<file path="src/rtl/branch_resolve_ctrl_pkg.sv">
// Shared types for the delayed-branch resolve controller:
// condition codes, FSM states, slot bundle and predictor helpers.
package branch_resolve_ctrl_pkg;

  typedef enum logic [2:0] {
    C_NV = 3'd0,
    C_AL = 3'd1,
    C_EQ = 3'd2,
    C_NE = 3'd3,
    C_LT = 3'd4,
    C_LE = 3'd5,
    C_GT = 3'd6,
    C_GE = 3'd7
  } cond_e;

  typedef enum logic [1:0] {
    ST_RUN    = 2'd0,
    ST_FLUSH1 = 2'd1,
    ST_FLUSH2 = 2'd2
  } state_e;

  typedef struct packed {
    logic        v0;
    logic [15:0] d0;
    cond_e       c0;
    logic [3:0]  i0;
    logic        t0;
    logic        v1;
    logic [15:0] d1;
    cond_e       c1;
    logic [3:0]  i1;
    logic        t1;
  } slot_t;

  localparam logic [1:0] CTR_RST = 2'b01;

  function automatic logic is_cond(input cond_e c);
    return (c != C_AL) && (c != C_NV);
  endfunction

  function automatic logic [1:0] sat_upd(
    input logic [1:0] c,
    input logic       up
  );
    if (up)
      return (c == 2'b11) ? c : c + 2'b01;
    return (c == 2'b00) ? c : c - 2'b01;
  endfunction

endpackage

</file>
<file path="src/rtl/branch_resolve_ctrl_cond_eval.sv">
// Evaluates one condition code against the stage-3 N/V/Z flags.
module cond_eval
  import branch_resolve_ctrl_pkg::*;
(
  input  cond_e cond_i,
  input  logic  n_i,
  input  logic  v_i,
  input  logic  z_i,
  output logic  true_o
);

  logic lt;
  assign lt = n_i ^ v_i;

  always_comb begin
    true_o = 1'b0;
    unique case (cond_i)
      C_NV: true_o = 1'b0;
      C_AL: true_o = 1'b1;
      C_EQ: true_o = z_i;
      C_NE: true_o = ~z_i;
      C_LT: true_o = lt;
      C_LE: true_o = z_i | lt;
      C_GT: true_o = ~z_i & ~lt;
      C_GE: true_o = ~lt;
    endcase
  end

endmodule

</file>
<file path="src/rtl/branch_resolve_ctrl.sv">
// Two-slot delayed-branch resolver with flush FSM.
// Define BRANCH_PRED_EN to add the 16-entry 2-bit predictor.
module branch_resolve_ctrl
  import branch_resolve_ctrl_pkg::*;
(
  input  logic        clk,
  input  logic        rst,
  input  logic        fetch_next_in,
  input  logic        N,
  input  logic        V,
  input  logic        Z,
  input  logic        p0_push,
  input  logic        p1_push,
  input  logic [15:0] p0_dest,
  input  logic [15:0] p1_dest,
  input  logic [2:0]  p0_cond,
  input  logic [2:0]  p1_cond,
  input  logic [3:0]  p0_pidx,
  input  logic [3:0]  p1_pidx,
  input  logic        p0_took,
  input  logic        p1_took,
  input  logic [3:0]  pred_idx,
  output logic        redirect_valid,
  output logic [8:0]  redirect_pc,
  output logic        redirect_ir0_inv,
  output logic        flush,
  output logic        prediction
);

  slot_t  iss_q, iss_d;
  slot_t  res_q, res_d;
  slot_t  push_s;
  state_e state_q, state_d;

  logic ct0, ct1;
  logic adv, fire0, fire1, fire;

  cond_eval u_ce0 (
    .cond_i (res_q.c0),
    .n_i    (N),
    .v_i    (V),
    .z_i    (Z),
    .true_o (ct0)
  );

  cond_eval u_ce1 (
    .cond_i (res_q.c1),
    .n_i    (N),
    .v_i    (V),
    .z_i    (Z),
    .true_o (ct1)
  );

  assign adv   = fetch_next_in & (state_q == ST_RUN) & ~rst;
  assign fire0 = adv & res_q.v0 & ct0;
  assign fire1 = adv & ~fire0 & res_q.v1 & ct1;
  assign fire  = fire0 | fire1;

  always_comb begin
    push_s    = '0;
    push_s.v0 = p0_push;
    push_s.d0 = p0_dest;
    push_s.c0 = cond_e'(p0_cond);
    push_s.i0 = p0_pidx;
    push_s.t0 = p0_took;
    push_s.v1 = p1_push;
    push_s.d1 = p1_dest;
    push_s.c1 = cond_e'(p1_cond);
    push_s.i1 = p1_pidx;
    push_s.t1 = p1_took;
  end

  // A redirect also squashes the entry being resolved and any push.
  always_comb begin
    state_d = state_q;
    iss_d   = iss_q;
    res_d   = res_q;
    if (fetch_next_in) begin
      unique case (state_q)
        ST_RUN: begin
          if (fire) begin
            state_d = ST_FLUSH1;
            iss_d   = '0;
            res_d   = '0;
          end else begin
            res_d = iss_q;
            iss_d = push_s;
          end
        end
        ST_FLUSH1: state_d = ST_FLUSH2;
        ST_FLUSH2: state_d = ST_RUN;
        default:   state_d = ST_RUN;
      endcase
    end
  end

  always_ff @(posedge clk) begin
    if (rst) begin
      state_q <= ST_RUN;
      iss_q   <= '0;
      res_q   <= '0;
    end else begin
      state_q <= state_d;
      iss_q   <= iss_d;
      res_q   <= res_d;
    end
  end

  always_comb begin
    redirect_pc      = '0;
    redirect_ir0_inv = 1'b0;
    unique case (1'b1)
      fire0: begin
        redirect_pc      = {res_q.d0[8:1], 1'b0};
        redirect_ir0_inv = res_q.d0[0];
      end
      fire1: begin
        redirect_pc      = {res_q.d1[8:1], 1'b0};
        redirect_ir0_inv = res_q.d1[0];
      end
      default: ;
    endcase
  end

  assign redirect_valid = fire;
  assign flush = ~rst & (fire | (state_q != ST_RUN));

`ifdef BRANCH_PRED_EN
  logic [1:0] ctr_q [16];
  logic [1:0] ctr_d [16];

  // p0 is applied first so a same-index pair updates in age order.
  always_comb begin
    ctr_d = ctr_q;
    if (adv) begin
      if (res_q.v0 && is_cond(res_q.c0))
        ctr_d[res_q.i0] = sat_upd(ctr_d[res_q.i0], res_q.t0 ^ ct0);
      if (res_q.v1 && !fire0 && is_cond(res_q.c1))
        ctr_d[res_q.i1] = sat_upd(ctr_d[res_q.i1], res_q.t1 ^ ct1);
    end
  end

  always_ff @(posedge clk) begin
    if (rst) begin
      for (int k = 0; k < 16; k++)
        ctr_q[k] <= CTR_RST;
    end else begin
      ctr_q <= ctr_d;
    end
  end

  assign prediction = ctr_q[pred_idx][1];

  logic unused_ok;
  assign unused_ok = ^{res_q.d0[15:9], res_q.d1[15:9]};
`else
  assign prediction = 1'b0;

  logic unused_ok;
  assign unused_ok = ^{pred_idx, res_q.i0, res_q.i1,
                       res_q.t0, res_q.t1,
                       res_q.d0[15:9], res_q.d1[15:9]};
`endif

endmodule

</file>
<file path="config.mk">
export PLATFORM = sky130hd
export DESIGN_NAME = branch_resolve_ctrl
export DESIGN_NICKNAME = d
export VERILOG_FILES = /design/src/rtl/branch_resolve_ctrl_pkg.sv /design/src/rtl/branch_resolve_ctrl_cond_eval.sv /design/src/rtl/branch_resolve_ctrl.sv
export SDC_FILE = /design/constraint.sdc
export NUM_CORES = 1
export LEC_CHECK = 0
export CORE_UTILIZATION = 32
export DETAILED_ROUTE_END_ITERATION = 10
export MAX_ROUTING_LAYER = met4
export SLEW_MARGIN = 20
export SYNTH_ARGS = -nofsm -noshare
export SYNTH_HDL_FRONTEND = slang
export SYNTH_SLANG_ARGS = --single-unit
</file>
<file path="constraint.sdc">
create_clock -name clk -period 2.1 [get_ports clk]
set_input_delay 0.21 -clock clk [delete_from_list [all_inputs] [get_ports clk]]
set_output_delay 0.21 -clock clk [all_outputs]
set_load 0.05 [all_outputs]
</file>
# --- Word-level counts from Yosys, hierarchy flattened ---
# Cells that the tools add are included.
op_classes:
  n_bitwise: 17
  muxes: 8
  eq_ne: 16
  reduce_logical: 6
ops:
  columns: ["op", "count"]
  rows:
  - ["2-to-1 mux 50 bit", 2]
  - ["== test 3 bit (second input constant)", 8]
  - ["case mux 9 bit (2 select lines)", 1]
  - ["case mux 1 bit (8 select lines)", 2]
  - ["== test 3 x 2 -> 1 bit (second input constant)", 4]
  - ["AND 1 bit", 9]
  - ["== test 3 x 1 -> 1 bit (second input constant)", 2]
  - ["logical NOT 3 bit", 2]
  - ["inverter 1 bit", 4]
  - ["case mux 2 bit (2 select lines)", 1]
  - ["AND reduction 2 bit", 2]
  - ["OR 1 bit", 3]
  - ["== test 2 x 1 -> 1 bit (second input constant)", 1]
  - ["logical NOT 2 bit", 1]
  - ["2-to-1 mux 2 bit", 1]
  - ["inequality test 2 bit (second input constant)", 1]
  - ["case mux 1 bit (2 select lines)", 1]
  - ["nonzero test 2 bit", 1]
  - ["bitwise XOR 1 bit", 1]
word_totals:
  register_bits: 78
  in_bits: 60
  output_inout_bits: 13
  word_cells: 64

# --- Logic depth before layout (Yosys ltp) ---
depth:
  depth_word: 12
  depth_mapped: 7
  ltp_nobuf: 5

# --- By module ---
# From an unflattened synthesis, not the netlist that was laid out.
hier_totals:
  cells_unflattened: 273
  hier_area_um2: 2205.9
by_module_without_submodules:
  columns: ["mod", "seq_area_each_um2", "cells_per_inst", "instances", "area_each_um2"]
  rows:
  - ["branch_resolve_ctrl", 1081.0, 261, 1, 2100.8]
  - ["cond_eval", 0.0, 6, 2, 52.6]

# --- Worst setup path after synthesis ---
# Ideal clock, no wire load.
synth_path:
  path_kind: "register to output"
  from: "register res_q[31] in the netlist's numbering"
  to: "output redirect_pc[7]"
  t_arrival_ns: 2.308
  stages_incl_launch_ff: 6
  setup_slack_ns: -0.418
  required_ns: 1.890
  path_buffers: 1
  path_cell_list: "dfxtp_1 -> mux2i_1 -> and2_4 -> o41ai_4 -> clkbuf_1 -> mux2i_1"
synth_between:
  elab_chain_cells: 8
  elab_cells_between_ends: 15
  cone_classes: "eq/ne: 7; mux: 2; bitwise: 5; reduce/logical: 1"
synth_lines:
  columns: ["item", "line_no", "text"]
  rows:
  - ["start: declaration", "branch_resolve_ctrl.sv:31", "slot_t res_q, res_d;"]
  - ["start signal: assignment", "branch_resolve_ctrl.sv:105", "res_q <= res_d;"]
  - ["== test 3 bit (tied with other cells)", "branch_resolve_ctrl_cond_eval.sv:17", "unique case (cond_i)"]
  - ["case mux 1 bit (8 select lines) *", "branch_resolve_ctrl_cond_eval.sv:17", null]
  - ["AND 1 bit *", "branch_resolve_ctrl.sv:55", "assign fire0 = adv & res_q.v0 & ct0;"]
  - ["inverter 1 bit", "branch_resolve_ctrl.sv:56", "assign fire1 = adv & ~fire0 & res_q.v1 & ct1;"]
  - ["AND 1 bit (3 in series)", "branch_resolve_ctrl.sv:56", null]
  - ["case mux 9 bit (2 select lines) *", "branch_resolve_ctrl.sv:112", "unique case (1'b1)"]
  - ["end: declaration", "branch_resolve_ctrl.sv:24", "output logic [8:0] redirect_pc,"]
# Every way passes the cells marked *; elsewhere a longest branch is shown, timed or not.

# --- Worst setup path in the final report ---
layout_path:
  from: "input N"
  to: "output redirect_pc[4]"
layout_between:
  elab_chain_cells: 10
  elab_cells_between_ends: 12
  cone_classes: "mux: 3; bitwise: 9"
layout_lines:
  columns: ["item", "line_no", "text"]
  rows:
  - ["start: declaration", "branch_resolve_ctrl.sv:9", "input logic N,"]
  - ["bitwise XOR 1 bit *", "branch_resolve_ctrl_cond_eval.sv:13", "assign lt = n_i ^ v_i;"]
  - ["inverter 1 bit", "branch_resolve_ctrl_cond_eval.sv:24, branch_resolve_ctrl_cond_eval.sv:25", null]
  - ["AND 1 bit", "branch_resolve_ctrl_cond_eval.sv:24", "C_GT: true_o = ~z_i & ~lt;"]
  - ["case mux 1 bit (8 select lines)", "branch_resolve_ctrl_cond_eval.sv:17", null]
  - ["AND 1 bit", "branch_resolve_ctrl.sv:55", null]
  - ["inverter 1 bit", "branch_resolve_ctrl.sv:56", null]
  - ["AND 1 bit (3 in series)", "branch_resolve_ctrl.sv:56", null]
  - ["case mux 9 bit (2 select lines) *", "branch_resolve_ctrl.sv:112", null]
# Marks and branches as above.

==> out/metrics.cfg <==
[run_status]
status = finished, violations left
violations = setup timing

[routing]
drt-initial-drc-count = 81
vias = 2219
route.detailed.drc = 0
wl_per_cell_um = 15.48
ant_nets = 0
dr.pass1.iters = 4
post_drt_via_cell_ratio = 5.125
routed_wirelength_mm = 6.703

[synth]
postSynthCellCount = 275
netlist.top_cell.by_area = dfxtp_1
synth_edf_count = 0
yosys_warnings = 0
synth_area_leaders = dfxtp_1 42%, nand3b_1 14%, o31ai_2 10%, o22ai_1 8.2%, nand2b_1 6.7%
ys_seq_area_frac = 0.4158
netlist.area_leader.share = 0.4158
synth.distinct_cells = 32
yosys_register_bits = 54
synthFlopType = dfxtp_1
synth_area_sq_mm = 0.002600
synthArstFlopShare = 0
avgSynthCellArea_sq_um = 9.455

[placement]
gp_congestion = 0.8324
placedCellCount = 413
io_buffers = 42
place.detailed.hpwl_mm = 3.973
place_area_sq_mm = 0.003362

[pwr]
vdd_drop_max_mv = 0.3613
power.switching_uw = 512.0
intPower_uw = 1586
p_seq_frac = 0.521
power_density_mw_per_mm2 = 509.4
combPwrFrac = 0.154
leakage_uw = 0.001396
clkPwrFrac = 0.324
swShare = 0.2440

[cts]
cts_made_buffers = 5
htreeDepth = 2
hold_buffers = 0
clkLatencyLatePin_ns = 0.30
clock_sinks = 54
tritoncts = yes
cts_max_path_buffers = 2
cts.clk_slew.worst_paths_ns = 0.10
root_buffer = clkbuf_8

[floorplan]
start_util = 0.3330
die-height_um = 92.14
die-width_um = 92.14
io-pin-count = 73
dieArea_sq_mm = 0.008490
core_sq_mm = 0.007807
num_rows = 32

[final_layout]
drive_gt1_frac = 0.3656
syn2layout_area_growth_pct = 58.42
design.final.nets = 391
design_area_sq_mm = 0.004119
instances_no_fill = 433
antenna-diode-count = 0
fillCellCount = 697
postLayoutCoreUtil = 0.5276

[timing]
finalMaxSlewViolations = 0
clock.fmax_ghz = 0.4372
rsz0062_at_grt = yes
setup_viol = 34
worst_pin_slew_ns = 0.8538
tns_ns = -2.457
max_slew_margin = 0.4308
finClkSkew_ns = 0.01112
min_period_ns = 2.287
setup_ws_ns = -0.1873
hold_violations = 0
period_share = 1.089

[critical_path]
start_kind = input port
cp_max_fo = 7
path_class = in2out
cp-end-kind = primary output
worstPathRequired_ns = 1.89
cp.arrival_ns = 2.08

[global_routing]
grt_pass1_wl_mm = 10.67
overflow = 0
grt_pass1_vias = 2108
grt_max_degree = 83
antenna_found_initial = 0
gr-usage-all-layers = 0.1613

[worst_hold_path]
hold_class = in2reg

[run]
maxCapViolations = 0

-- critical path: stages --
cell,delay [ns]
clkdlybuf4s15_1,0.17
xor2_1,0.17
buf_4,0.14
buf_4,0.12
a211o_1,0.30
a31oi_4,0.21
nand2_2,0.22
buf_4,0.22
o22ai_2,0.15
buf_12,0.16
-- state kept, by name, indices dropped and copies added, names as in the netlist --
signal   flops
iss_q       26
state_q      2
res_q       26
-- final cells by class --
cell class              instances  area, sq um  area share
multi-input cells             189         1812      0.4399
flip-flops and latches         54         1084      0.2631
repair buffers                 78        977.2      0.2372
well taps                     102        127.6     0.03098
clock buffers                   5        68.82     0.01671
clock inverters                 2        38.79    0.009417
inverters                       3        11.26    0.002734
-- through the flow --
stage	hold WS [ns]	power (uW)	setup WS, ns
floorplan	0.3695	1269	-0.05651
global placement	0.4679	1373	-0.3133
detailed placement	0.4827	1376	-0.3470
CTS	0.4693	2086	-0.2057
global route	0.4909	2200	-0.2709
finish	0.4833	2098	-0.1873
-- power groups by stage --
stage / logic [uW] / registers [uW] / clock network [uW]
floorplan: 159 / 1110 / 0
global placement: 259 / 1110 / 0
detailed placement: 261 / 1120 / 0
CTS: 291 / 1090 / 702
global route: 350 / 1100 / 751
finish: 323 / 1090 / 681
-- kinds of logic (layout without fill, tap and decap cells) --
family,Yosys count,count (layout),share of synthesized area
AO/OA/AOI/OAI,67,67,0.2243
XOR/XNOR,1,1,0.003369
buffers and inverters,33,88,0.05967
flip-flops,54,54,0.4158
multiplexers,3,3,0.01155
other,1,2,0.001442
AND/OR/NAND/NOR,116,116,0.2839
-- metal layers --
metal | up-vias | share of wire | global-route usage
met4 | 0 | 0.012 | 0.03516
met1 | 1047 | 0.45 | 0.2215
met2 | 46 | 0.50 | 0.2413
met3 | 8 | 0.035 | 0.03648
met5 | - | 0 | -
li1 | 1118 | - | -
-- worst paths after layout --
kind | from | end | slack [ns] | cells past startpoint
setup / recovery | N | redirect_pc[4] | -0.19 | 10
hold / removal | rst | state_q[0] | 0.48 | 4
setup reg to reg | res_q[31] | res_q[39] | -0.16 | 11
hold reg to reg | iss_q[14] | res_q[14] | 0.50 | 2
-- layout by cell type, fill, tap and decap left out, types with 3 or more instances in the layout --
master	instances
clkbuf_8	5
nand2_1	14
o31ai_4	17
inv_1	3
o22ai_1	15
nand2b_1	27
dfxtp_1	52
buf_6	8
clkdlybuf4s50_1	27
buf_12	17
o31ai_2	9
nand2_2	3
nand2_4	5
o22ai_2	12
or3_1	3
buf_4	17
o22ai_4	7
nand3b_1	50
-- synthesized netlist by cell type (2+ instances only) --
cell type / count
dfxtp_1: 54
nand3b_1: 50
o22ai_1: 34
nand2b_1: 28
clkbuf_1: 22
nand2_1: 22
o31ai_2: 21
o31ai_1: 5
buf_6: 3
inv_1: 3
mux2i_1: 3
or3_1: 3
a31oi_1: 2
and2_1: 2
and3b_1: 2
buf_1: 2
buf_4: 2
nor2_1: 2
nor2b_1: 2
-- what timing repair did --
action,in CTS,in global routing
setup buffers,9,2
cloned,2,1
resized for setup,48,42
pin swaps,14,7
setup endpoints to repair,13,48
No activity file was read; power rests on OpenSTA's default activity.
